File: src/rtl/ex_pkg.sv
// Shared EX-stage definitions: data width, mul/div opcode encodings, the
// multiply/divide FSM state type and the instruction-word opcode field.
package ex_pkg;

    localparam int XLEN = 32;

    localparam logic [1:0] MULDIV_OP_MUL = 2'b00;
    localparam logic [1:0] MULDIV_OP_DIV = 2'b01;
    localparam logic [1:0] MULDIV_OP_MOD = 2'b10;
    localparam logic [1:0] MULDIV_OP_RSV = 2'b11;

    typedef enum logic [1:0] {
        IDLE = 2'd0,
        RUN  = 2'd1,
        FIX  = 2'd2,
        DONE = 2'd3
    } muldiv_state_e;

    localparam logic [31:0] NOP_INSTR  = 32'h6800_0000;
    localparam int          OPCODE_MSB = 31;
    localparam int          OPCODE_LSB = 27;

    function automatic logic [OPCODE_MSB-OPCODE_LSB:0] opcode_of(input logic [31:0] instr);
        return instr[OPCODE_MSB:OPCODE_LSB];
    endfunction

endpackage

File: src/rtl/ex_muldiv_core.sv
// One iteration of the shared datapath: shift-add for multiply, restoring
// subtract for divide. acc holds product/remainder, x multiplier/quotient.
module ex_muldiv_core #(
    parameter int XLEN = ex_pkg::XLEN
) (
    input  logic [1:0]      op_i,
    input  logic [XLEN-1:0] acc_i,
    input  logic [XLEN-1:0] x_i,
    input  logic [XLEN-1:0] y_i,
    output logic [XLEN-1:0] acc_o,
    output logic [XLEN-1:0] x_o,
    output logic [XLEN-1:0] y_o
);
    import ex_pkg::*;

    logic [XLEN:0] rem_sh;
    logic [XLEN:0] diff;

    // Divisor is a magnitude <= 2^(XLEN-1), so one extra bit keeps the sign exact.
    assign rem_sh = {acc_i, x_i[XLEN-1]};
    assign diff   = rem_sh - {1'b0, y_i};

    always_comb begin
        acc_o = acc_i;
        x_o   = x_i;
        y_o   = y_i;
        if (op_i == MULDIV_OP_MUL) begin
            acc_o = acc_i + (x_i[0] ? y_i : '0);
            x_o   = x_i >> 1;
            y_o   = y_i << 1;
        end else if (!diff[XLEN]) begin
            acc_o = diff[XLEN-1:0];
            x_o   = {x_i[XLEN-2:0], 1'b1};
        end else begin
            acc_o = rem_sh[XLEN-1:0];
            x_o   = {x_i[XLEN-2:0], 1'b0};
        end
    end

endmodule

File: src/rtl/ex_muldiv_unit.sv
// Iterative multiply/divide/modulo unit in the EX stage. Stalls the OF->EX
// latch while busy; all state advances on the falling edge like the latches.
module ex_muldiv_unit #(
    parameter int XLEN = ex_pkg::XLEN
) (
    input  logic            clk,
    input  logic            rst,
    input  logic            start,
    input  logic [1:0]      op,
    input  logic [XLEN-1:0] src_a,
    input  logic [XLEN-1:0] src_b,
    input  logic            flush,
    output logic            stall,
    output logic            done,
    output logic [XLEN-1:0] result,
    output logic            div_by_zero
);
    import ex_pkg::*;

    localparam int CNT_W = $clog2(XLEN) + 1;

    muldiv_state_e    state_q;
    logic [CNT_W-1:0] cnt_q;
    logic [1:0]       op_q;
    logic [XLEN-1:0]  acc_q, x_q, y_q, result_q;
    logic             neg_quo_q, neg_rem_q, dbz_q;

    logic [XLEN-1:0]  acc_d, x_d, y_d;
    logic [XLEN-1:0]  a_mag, b_mag, special_res;
    logic             a_neg, b_neg, accept, special;

    assign a_neg  = src_a[XLEN-1];
    assign b_neg  = src_b[XLEN-1];
    assign a_mag  = a_neg ? -src_a : src_a;
    assign b_mag  = b_neg ? -src_b : src_b;
    assign accept = start & ~flush & ((state_q == IDLE) | (state_q == DONE));
    // Zero divisor and the reserved opcode finish without iterating.
    assign special = (op == MULDIV_OP_RSV) | ((op != MULDIV_OP_MUL) & (src_b == '0));

    always_comb begin
        special_res = '0;
        case (op)
            MULDIV_OP_DIV: special_res = '1;
            MULDIV_OP_MOD: special_res = src_a;
            default:       special_res = '0;
        endcase
    end

    assign stall       = (state_q == RUN) | (state_q == FIX) | accept;
    assign done        = (state_q == DONE);
    assign result      = result_q;
    assign div_by_zero = dbz_q;

    ex_muldiv_core #(.XLEN(XLEN)) u_core (
        .op_i  (op_q),
        .acc_i (acc_q),
        .x_i   (x_q),
        .y_i   (y_q),
        .acc_o (acc_d),
        .x_o   (x_d),
        .y_o   (y_d)
    );

    always_ff @(negedge clk) begin
        if (rst) begin
            state_q   <= IDLE;
            cnt_q     <= '0;
            op_q      <= MULDIV_OP_MUL;
            acc_q     <= '0;
            x_q       <= '0;
            y_q       <= '0;
            neg_quo_q <= 1'b0;
            neg_rem_q <= 1'b0;
            result_q  <= '0;
            dbz_q     <= 1'b0;
        end else if (flush) begin
            state_q <= IDLE;
            cnt_q   <= '0;
        end else begin
            case (state_q)
                IDLE, DONE: begin
                    state_q <= IDLE;
                    if (accept) begin
                        op_q <= op;
                        if (special) begin
                            state_q  <= DONE;
                            result_q <= special_res;
                            dbz_q    <= (op != MULDIV_OP_RSV);
                        end else begin
                            state_q   <= RUN;
                            cnt_q     <= CNT_W'(XLEN);
                            acc_q     <= '0;
                            x_q       <= (op == MULDIV_OP_MUL) ? src_b : a_mag;
                            y_q       <= (op == MULDIV_OP_MUL) ? src_a : b_mag;
                            neg_quo_q <= a_neg ^ b_neg;
                            neg_rem_q <= a_neg;
                        end
                    end
                end
                RUN: begin
                    acc_q <= acc_d;
                    x_q   <= x_d;
                    y_q   <= y_d;
                    cnt_q <= cnt_q - CNT_W'(1);
                    if (cnt_q == CNT_W'(1)) begin
                        state_q <= FIX;
                    end
                end
                FIX: begin
                    state_q <= DONE;
                    dbz_q   <= 1'b0;
                    case (op_q)
                        MULDIV_OP_MUL: result_q <= acc_q;
                        MULDIV_OP_DIV: result_q <= neg_quo_q ? -x_q : x_q;
                        default:       result_q <= neg_rem_q ? -acc_q : acc_q;
                    endcase
                end
            endcase
        end
    end

    // Upstream is frozen while busy, so a new start here is a pipeline bug.
    a_no_start_busy: assert property (@(negedge clk) disable iff (rst)
        !(start && !flush && (state_q == RUN || state_q == FIX)));

endmodule
File: config.mk
export PLATFORM = sky130hd
export DESIGN_NAME = ex_muldiv_unit
export DESIGN_NICKNAME = d
export VERILOG_FILES = /design/src/rtl/ex_pkg.sv /design/src/rtl/ex_muldiv_core.sv /design/src/rtl/ex_muldiv_unit.sv
export SDC_FILE = /design/constraint.sdc
export NUM_CORES = 1
export LEC_CHECK = 0
export CAP_MARGIN = 0
export CORE_ASPECT_RATIO = 1.4
export CORE_MARGIN = 3
export CORE_UTILIZATION = 40
export DETAILED_ROUTE_END_ITERATION = 10
export PLACE_DENSITY = 0.6
export SYNTH_ARGS = -nofsm -noshare
export SYNTH_HDL_FRONTEND = slang
export SYNTH_HIERARCHICAL = 1
export SYNTH_SLANG_ARGS = --single-unit
export TNS_END_PERCENT = 30
File: constraint.sdc
create_clock -name clk -period 4.85 [get_ports clk]
set_input_delay 1.455 -clock clk [delete_from_list [all_inputs] [get_ports clk]]
set_output_delay 1.455 -clock clk [all_outputs]
set_load 0.02 [all_outputs]
==> load_flow_metrics.sql, run 1 <==
INSERT INTO impl_metrics (metric_group, metric, value, unit) VALUES
('sta', 'unrepaired_setup_endpoints_after_global_routing', 'yes', ''),
('pwr', 'power_density', '228', 'nW/µm²'),
('logic_synthesis', 'synth.top_cells.by_area', 'sky130_fd_sc_hd__dfxtp_1 18%, sky130_fd_sc_hd__nand2_1 7.9%, sky130_fd_sc_hd__a21oi_1 6.7%', ''),
('pwr', 'total_power', '4.89', 'mW'),
('critical_path', 'worst-path-max-fanout', '6', ''),
('routing', 'drt-pass1-iter-count', '9', ''),
('critical_path', 'worst_r2r_path_depth', '16', ''),
('clocking', 'clkTransAtPathRegs', '0.04', 'ns'),
('routing', 'remaining_drc_errors', '1', ''),
('global_route', 'groute.usage.overall', '35.4', '%'),
('finish', 'final_layout_size_suffix_gt1_share', '23.1', '%'),
('logic_synthesis', 'yosys_register_bits', '141', ''),
('critical_path', 'crit_arrival', '4.05', 'ns'),
('routing', 'totalWireLength', '75300', 'µm'),
('clocking', 'insertion_delay', '0.48', 'ns'),
('critical_path', 'endpoint_type_of_the_worst_setup_path', 'flip-flop', ''),
('status', 'violations_in_the_final_reports', 'design-rule violations, negative setup slack', ''),
('status', 'outcome', 'complete, but fails checks', ''),
('sta', 'worst_slew_pin_slew', '1.10', 'ns'),
('floorplan', 'initial_core_util', '40.7', '%'),
('clocking', 'ctsHtreeMaxLevel', '4', ''),
('min_path', 'min-delay-path-class', 'reg2reg', ''),
('sta', 'setup_violations', '140', ''),
('finish', 'design.final.nets', '2834', ''),
('critical_path', 'required_time_of_the_critical_path', '2.78', 'ns'),
('place', 'gp_congestion', '1.02', ''),
('logic_synthesis', 'synthXorXnorAreaFrac', '6.42', '%'),
('job', 'cap_viol_max_count', '0', ''),
('floorplan', 'vertical_die_dimension', '238', 'µm'),
('critical_path', 'critical_path_class', 'in2reg', ''),
('logic_synthesis', 'yosys.area.top_type', 'sky130_fd_sc_hd__dfxtp_1', ''),
('critical_path', 'worstSetupStartpointType', 'input pin', ''),
('finish', 'final_util', '56.7', '%'),
('critical_path', 'crit_top_cell', 'sky130_fd_sc_hd__or4_4', ''),
('global_route', 'global_route.overflow_total', '0', ''),
('pwr', 'vdd_ir_drop_max', '0.205', 'mV'),
('floorplan', 'die_area', '40900', 'µm²'),
('logic_synthesis', 'post_synth_inst_count', '2273', ''),
('clocking', 'clkSinkCount', '141', ''),
('routing', 'route.antenna.remaining_nets', '0', ''),
('routing', 'detail_route.iter0.violations', '1811', ''),
('global_route', 'grt_max_degree', '106', ''),
('logic_synthesis', 'postSynthNetCount', '2421', ''),
('logic_synthesis', 'largest_family_of_logic_cells_by_synthesized_area', 'compound AO/OA/AOI/OAI gates', ''),
('min_path', 'hold_path_startpoint', 'div_by_zero', ''),
('pwr', 'part_of_the_power_in_combinational_logic', '34.4', '%'),
('floorplan', 'die_w', '172', 'µm'),
('logic_synthesis', 'synth.cell_area', '15400', 'µm²'),
('sta', 'clock_skew', '0.0229', 'ns'),
('finish', 'syn2layout_area_growth', '39.3', '%'),
('pwr', 'power.switching_fraction', '41.6', '%'),
('routing', 'drt-wirelength-per-cell', '23.8', 'µm'),
('sta', 'max_slew_margin', '26.9', '%'),
('logic_synthesis', 'dominantRegCellSynth', 'sky130_fd_sc_hd__dfxtp_1', ''),
('min_path', 'whs_path_depth', '2', ''),
('pwr', 'p_sw', '2.03', 'mW'),
('logic_synthesis', 'synth-edff-count', '0', ''),
('logic_synthesis', 'synth_mux_area_share', '3.67', '%'),
('floorplan', 'rows', '84', ''),
('critical_path', 'crit_path_top_delay_cell', 'sky130_fd_sc_hd__or4_4', ''),
('logic_synthesis', 'synth.lib_cells_used.distinct', '84', ''),
('pwr', 'power.clock.fraction', '37.4', '%'),
('logic_synthesis', 'synthesis_warning_total', '6', ''),
('sta', 'timing_max_transition_violations_final', '0', ''),
('global_route', 'global_route_wire_length_before_repair', '111000', 'µm'),
('sta', 'setup_slack', '-1.27', 'ns'),
('sta', 'timing.setup.tns', '-155.79', 'ns'),
('pwr', 'power_leakage', '9.44', 'nW'),
('logic_synthesis', 'synth.top_cell.area_share', '18.3', '%'),
('critical_path', 'critical_register_to_register_path_startpoint', 'x_q[31]', ''),
('logic_synthesis', 'synth-seq-area-share', '18.3', '%');
[per-stage QoR]
stage / setup slack, ns / area (µm²) / instances
after global routing: -1.27 / 21500 / 3170
after global placement: -2.08 / 18600 / 2938
after detailed placement: -2.11 / 18600 / 2938
final: -1.27 / 21500 / 3170
after CTS: -1.28 / 20800 / 3162
after floorplan: -1.62 / 15500 / 2273
[registers in the layout (all words and copies together) (netlist names)]
name,count
acc_q,32
cnt_q,6
div_by_zero,1
neg_quo_q,1
neg_rem_q,1
op_q,2
result,32
state_q,2
x_q,32
y_q,32
[synthesized netlist by cell type (44+ instances only)]
| master | n |
|---|---|
| sky130_fd_sc_hd__a21oi_1 | 207 |
| sky130_fd_sc_hd__xnor2_1 | 69 |
| sky130_fd_sc_hd__nand3_1 | 75 |
| sky130_fd_sc_hd__inv_1 | 80 |
| sky130_fd_sc_hd__and2_1 | 46 |
| sky130_fd_sc_hd__nor2_1 | 208 |
| sky130_fd_sc_hd__a211oi_1 | 77 |
| sky130_fd_sc_hd__clkbuf_1 | 133 |
| sky130_fd_sc_hd__xor2_1 | 44 |
| sky130_fd_sc_hd__dfxtp_1 | 141 |
| sky130_fd_sc_hd__nor3_1 | 67 |
| sky130_fd_sc_hd__ha_1 | 76 |
| sky130_fd_sc_hd__nand2_1 | 325 |
| sky130_fd_sc_hd__o21ai_0 | 143 |
[repair_timing]
action	CTS	global route
hold buffers	0	0
buffers inserted	43	6
gates resized for setup	393	164
gates cloned	13	5
endpoints found under the setup margin	173	168
pin swaps	62	50
[area by class of cell]
type	count	area [µm²]
Sequential cell	141	2880
Fill cell	3630	16400
Timing Repair Buffer	421	4070
Inverter	80	303
Multi-Input combinational cell	1884	12500
Clock inverter	154	669
Clock buffer	17	425
Tap cell	473	592
[power by group through the flow]
| stage | logic (mW) | registers, mW | clock network (mW) |
|---|---|---|---|
| 6_report | 1.68 | 1.38 | 1.83 |
| 4_1_cts | 1.57 | 1.36 | 1.87 |
| 2_1_floorplan | 0.823 | 1.33 | 0.177 |
| 5_1_grt | 1.78 | 1.38 | 2.01 |
| 3_5_place_dp | 1.41 | 1.37 | 0.177 |
| 3_3_place_gp | 1.39 | 1.37 | 0.177 |
[metal layers]
layer  track usage (%)  routed length [µm]  part of all wire, %  vias to the layer above
li1                  -                   -                    -                     9112
met1              40.6               28100                   37                     9250
met2              57.8               35200                   47                     1064
met3              7.61                5740                  7.6                      314
met5                 0                   0                    0                        -
met4              25.4                6200                  8.2                        0
[logic make-up (layout without fill, tap and decap cells)]
kind of cell               after synthesis  in the layout
buffers and inverters                  249            672
and+or+nand+nor                        933            934
adders and majority gates               78             78
DFF                                    141            141
xor gates and xnor gates               113            113
AOI/OAI and AO/OA                      704            704
muxes                                   55             55
[critical path, delay by kind of cell]
family                 cells  cell delay [ns]
AOI/OAI and AO/OA          2             0.46
buffers and inverters      3             0.43
and+or+nand+nor            4             1.69
[final timing paths]
kind | slack (ns) | endpoint
setup / recovery | -1.27 | result[21]
hold / removal | 0.48 | div_by_zero
setup reg to reg | 0.39 | x_q[0]
hold reg to reg | 0.48 | div_by_zero
No activity file was read; power rests on OpenSTA's default activity.
==> inputs of run 2 (changes only) <==
Settings changed: CAP_MARGIN 0 to 40, CTS_CLUSTER_DIAMETER from default to 200.
==> load_flow_metrics.sql, run 2 (synthesized netlist as in run 1, its figures left out) <==
INSERT INTO impl_metrics (metric_group, metric, value, unit) VALUES
('floorplan', 'vertical_die_dimension', '238', 'µm'),
('job', 'cap_viol_max_count', '0', ''),
('status', 'violations_in_the_final_reports', 'negative setup slack', ''),
('floorplan', 'rows', '84', ''),
('place', 'gp_congestion', '1.02', ''),
('finish', 'filler_cells_inserted', '3647', ''),
('place', 'place_hpwl', '54600', 'µm'),
('routing', 'totalWireLength', '75000', 'µm'),
('routing', 'remaining_drc_errors', '0', ''),
('pwr', 'power.switching_fraction', '43.0', '%'),
('finish', 'final_common_cell', 'sky130_fd_sc_hd__nand2_1', ''),
('sta', 'setup_violations', '140', ''),
('sta', 'max_slew_margin', '19.0', '%'),
('sta', 'clock_skew', '0.0314', 'ns'),
('sta', 'finalHoldViolCount', '0', ''),
('pwr', 'total_power', '4.85', 'mW'),
('global_route', 'grt.met2_usage', '57.5', '%'),
('critical_path', 'worstSetupStartpointType', 'input pin', ''),
('pwr', 'pwr-share-seq', '28.4', '%'),
('finish', 'final_layout_size_suffix_gt1_share', '22.2', '%'),
('critical_path', 'crit_arrival', '4.01', 'ns'),
('pwr', 'power_density', '228', 'nW/µm²'),
('critical_path', 'critical_register_to_register_path_startpoint', 'x_q[31]', ''),
('finish', 'multi_input_gate_area', '12400', 'µm²'),
('pwr', 'power_leakage', '9.29', 'nW'),
('global_route', 'global_route.overflow_total', '0', ''),
('global_route', 'grt_use_met3', '8.07', '%'),
('floorplan', 'die_area', '40900', 'µm²'),
('floorplan', 'core-area', '37800', 'µm²'),
('global_route', 'gr-max-usage-layer', 'met2', ''),
('floorplan', 'die_w', '172', 'µm'),
('pwr', 'cell_int_power', '2.77', 'mW'),
('clocking', 'cts_hold_buf', '0', ''),
('pwr', 'power.clock.fraction', '37.3', '%'),
('sta', 'worst_slew_pin_slew', '1.20', 'ns'),
('finish', 'insertedDiodeCount', '0', ''),
('sta', 'unrepaired_setup_endpoints_after_global_routing', 'yes', ''),
('place', 'io_buffers', '104', ''),
('routing', 'vias_per_cell', '6.27', ''),
('global_route', 'grt_pass1_vias', '19200', ''),
('clocking', 'clk_root_buffer_cell', 'sky130_fd_sc_hd__clkbuf_16', ''),
('clocking', 'ctsHtreeMaxLevel', '4', ''),
('routing', 'drt-pass1-iter-count', '6', ''),
('routing', 'drt-wirelength-per-cell', '23.8', 'µm'),
('routing', 'detail_route.iter0.violations', '1876', ''),
('clocking', 'cts-buffers-inserted', '17', ''),
('finish', 'design.final.nets', '2818', ''),
('clocking', 'clkSinkCount', '141', ''),
('floorplan', 'io_pins', '105', ''),
('status', 'outcome', 'complete, but fails checks', ''),
('clocking', 'ctsLongestPathBuffers', '2', ''),
('critical_path', 'endpoint_type_of_the_worst_setup_path', 'flip-flop', ''),
('pwr', 'p_sw', '2.08', 'mW'),
('clocking', 'insertion_delay', '0.50', 'ns'),
('routing', 'number_of_vias_after_detailed_routing', '19800', ''),
('pwr', 'part_of_the_power_in_combinational_logic', '34.4', '%'),
('finish', 'final_area', '21300', 'µm²'),
('critical_path', 'worst-path-max-fanout', '7', ''),
('pwr', 'vdd_ir_drop_max', '0.187', 'mV'),
('min_path', 'min-delay-path-class', 'reg2reg', ''),
('floorplan', 'initial_core_util', '40.7', '%'),
('critical_path', 'setup.worst_path.start', 'src_b[4]', ''),
('sta', 'setup_slack', '-1.25', 'ns'),
('finish', 'final_cell_mix', '322 x sky130_fd_sc_hd__nand2_1, 242 x sky130_fd_sc_hd__buf_4, 216 x sky130_fd_sc_hd__inv_1, 195 x sky130_fd_sc_hd__a21oi_1, 177 x sky130_fd_sc_hd__nor2_1', ''),
('min_path', 'hold_path_startpoint', 'div_by_zero', ''),
('finish', 'area_used_by_sequential_logic_in_the_layout', '2870', 'µm²'),
('min_path', 'whs_path_depth', '2', ''),
('global_route', 'use_met1', '40.3', '%'),
('global_route', 'groute.usage.overall', '35.2', '%'),
('critical_path', 'required_time_of_the_critical_path', '2.76', 'ns'),
('sta', 'timing_max_transition_violations_final', '0', ''),
('finish', 'syn2layout_area_growth', '38.2', '%'),
('global_route', 'number_of_antenna_violations_at_the_first_check_in_global_routing', '2', ''),
('clocking', 'cts_tree', 'done', ''),
('critical_path', 'critical_path_class', 'in2reg', ''),
('routing', 'route.antenna.remaining_nets', '0', ''),
('global_route', 'grt_max_degree', '106', ''),
('global_route', 'global_route_wire_length_before_repair', '111000', 'µm'),
('critical_path', 'worst_r2r_path_depth', '16', ''),
('place', 'placed_area', '18600', 'µm²'),
('clocking', 'clkTransAtPathRegs', '0.04', 'ns');
run 2: routing by layer:
metal / vias up / share of wire [%]
met5: - / 0.036
met4: 4 / 8.1
met3: 301 / 7.7
met2: 1030 / 47
met1: 9356 / 37
li1: 9092 / -
run 2: stage by stage:
stage	std cells	util [%]	TNS (ns)	hold WS, ns	worst slack (ns)
floorplan	2273	-	-198.06	0.450	-1.62
global placement	2938	49.1	-255.99	0.461	-2.08
detailed placement	2940	49.2	-260.66	0.469	-2.10
CTS	3148	54.7	-151.38	0.473	-1.27
global route	3156	56.3	-156.91	0.501	-1.26
finish	3156	56.3	-153.59	0.475	-1.25
run 2: area by class of cell:
| class | count | share of cell area [%] |
|---|---|---|
| repair buffers | 405 | 18.9 |
| clock buffers | 17 | 2.00 |
| clock inverters | 156 | 3.11 |
| well taps | 473 | 2.78 |
| inverters | 80 | 1.43 |
| flip-flops and latches | 141 | 13.5 |
| multi-input cells | 1884 | 58.4 |
run 2: final timing paths:
kind / slack, ns / endpoint
worst max-delay path: -1.25 / result[24]
worst min-delay path: 0.48 / div_by_zero
worst min register to register: 0.48 / div_by_zero
worst max register to register: 0.47 / acc_q[29]
run 2: worst max-delay path, cell delays in order:
cell and delay [ns]:
sky130_fd_sc_hd__buf_6 0.09, sky130_fd_sc_hd__or4_4 0.53, sky130_fd_sc_hd__or4_4 0.52, sky130_fd_sc_hd__or4_4 0.59
sky130_fd_sc_hd__o31a_1 0.40, sky130_fd_sc_hd__buf_6 0.20, sky130_fd_sc_hd__mux2i_1 0.15, sky130_fd_sc_hd__o21ai_1 0.08
run 2: what timing repair did:
item	in CTS	in global routing
endpoints found under the hold margin	0	0
endpoints found under the setup margin	173	168
pin swaps	63	31
gates cloned	15	5
buffers inserted	22	7
resized for setup	387	138
run 2: power groups by stage:
stage	clock [mW]	combinational, mW	sequential [mW]
after detailed placement	0.177	1.41	1.37
after floorplan	0.177	0.823	1.33
after global routing	1.99	1.77	1.38
after CTS	1.84	1.55	1.36
final	1.81	1.67	1.38
after global placement	0.177	1.39	1.37
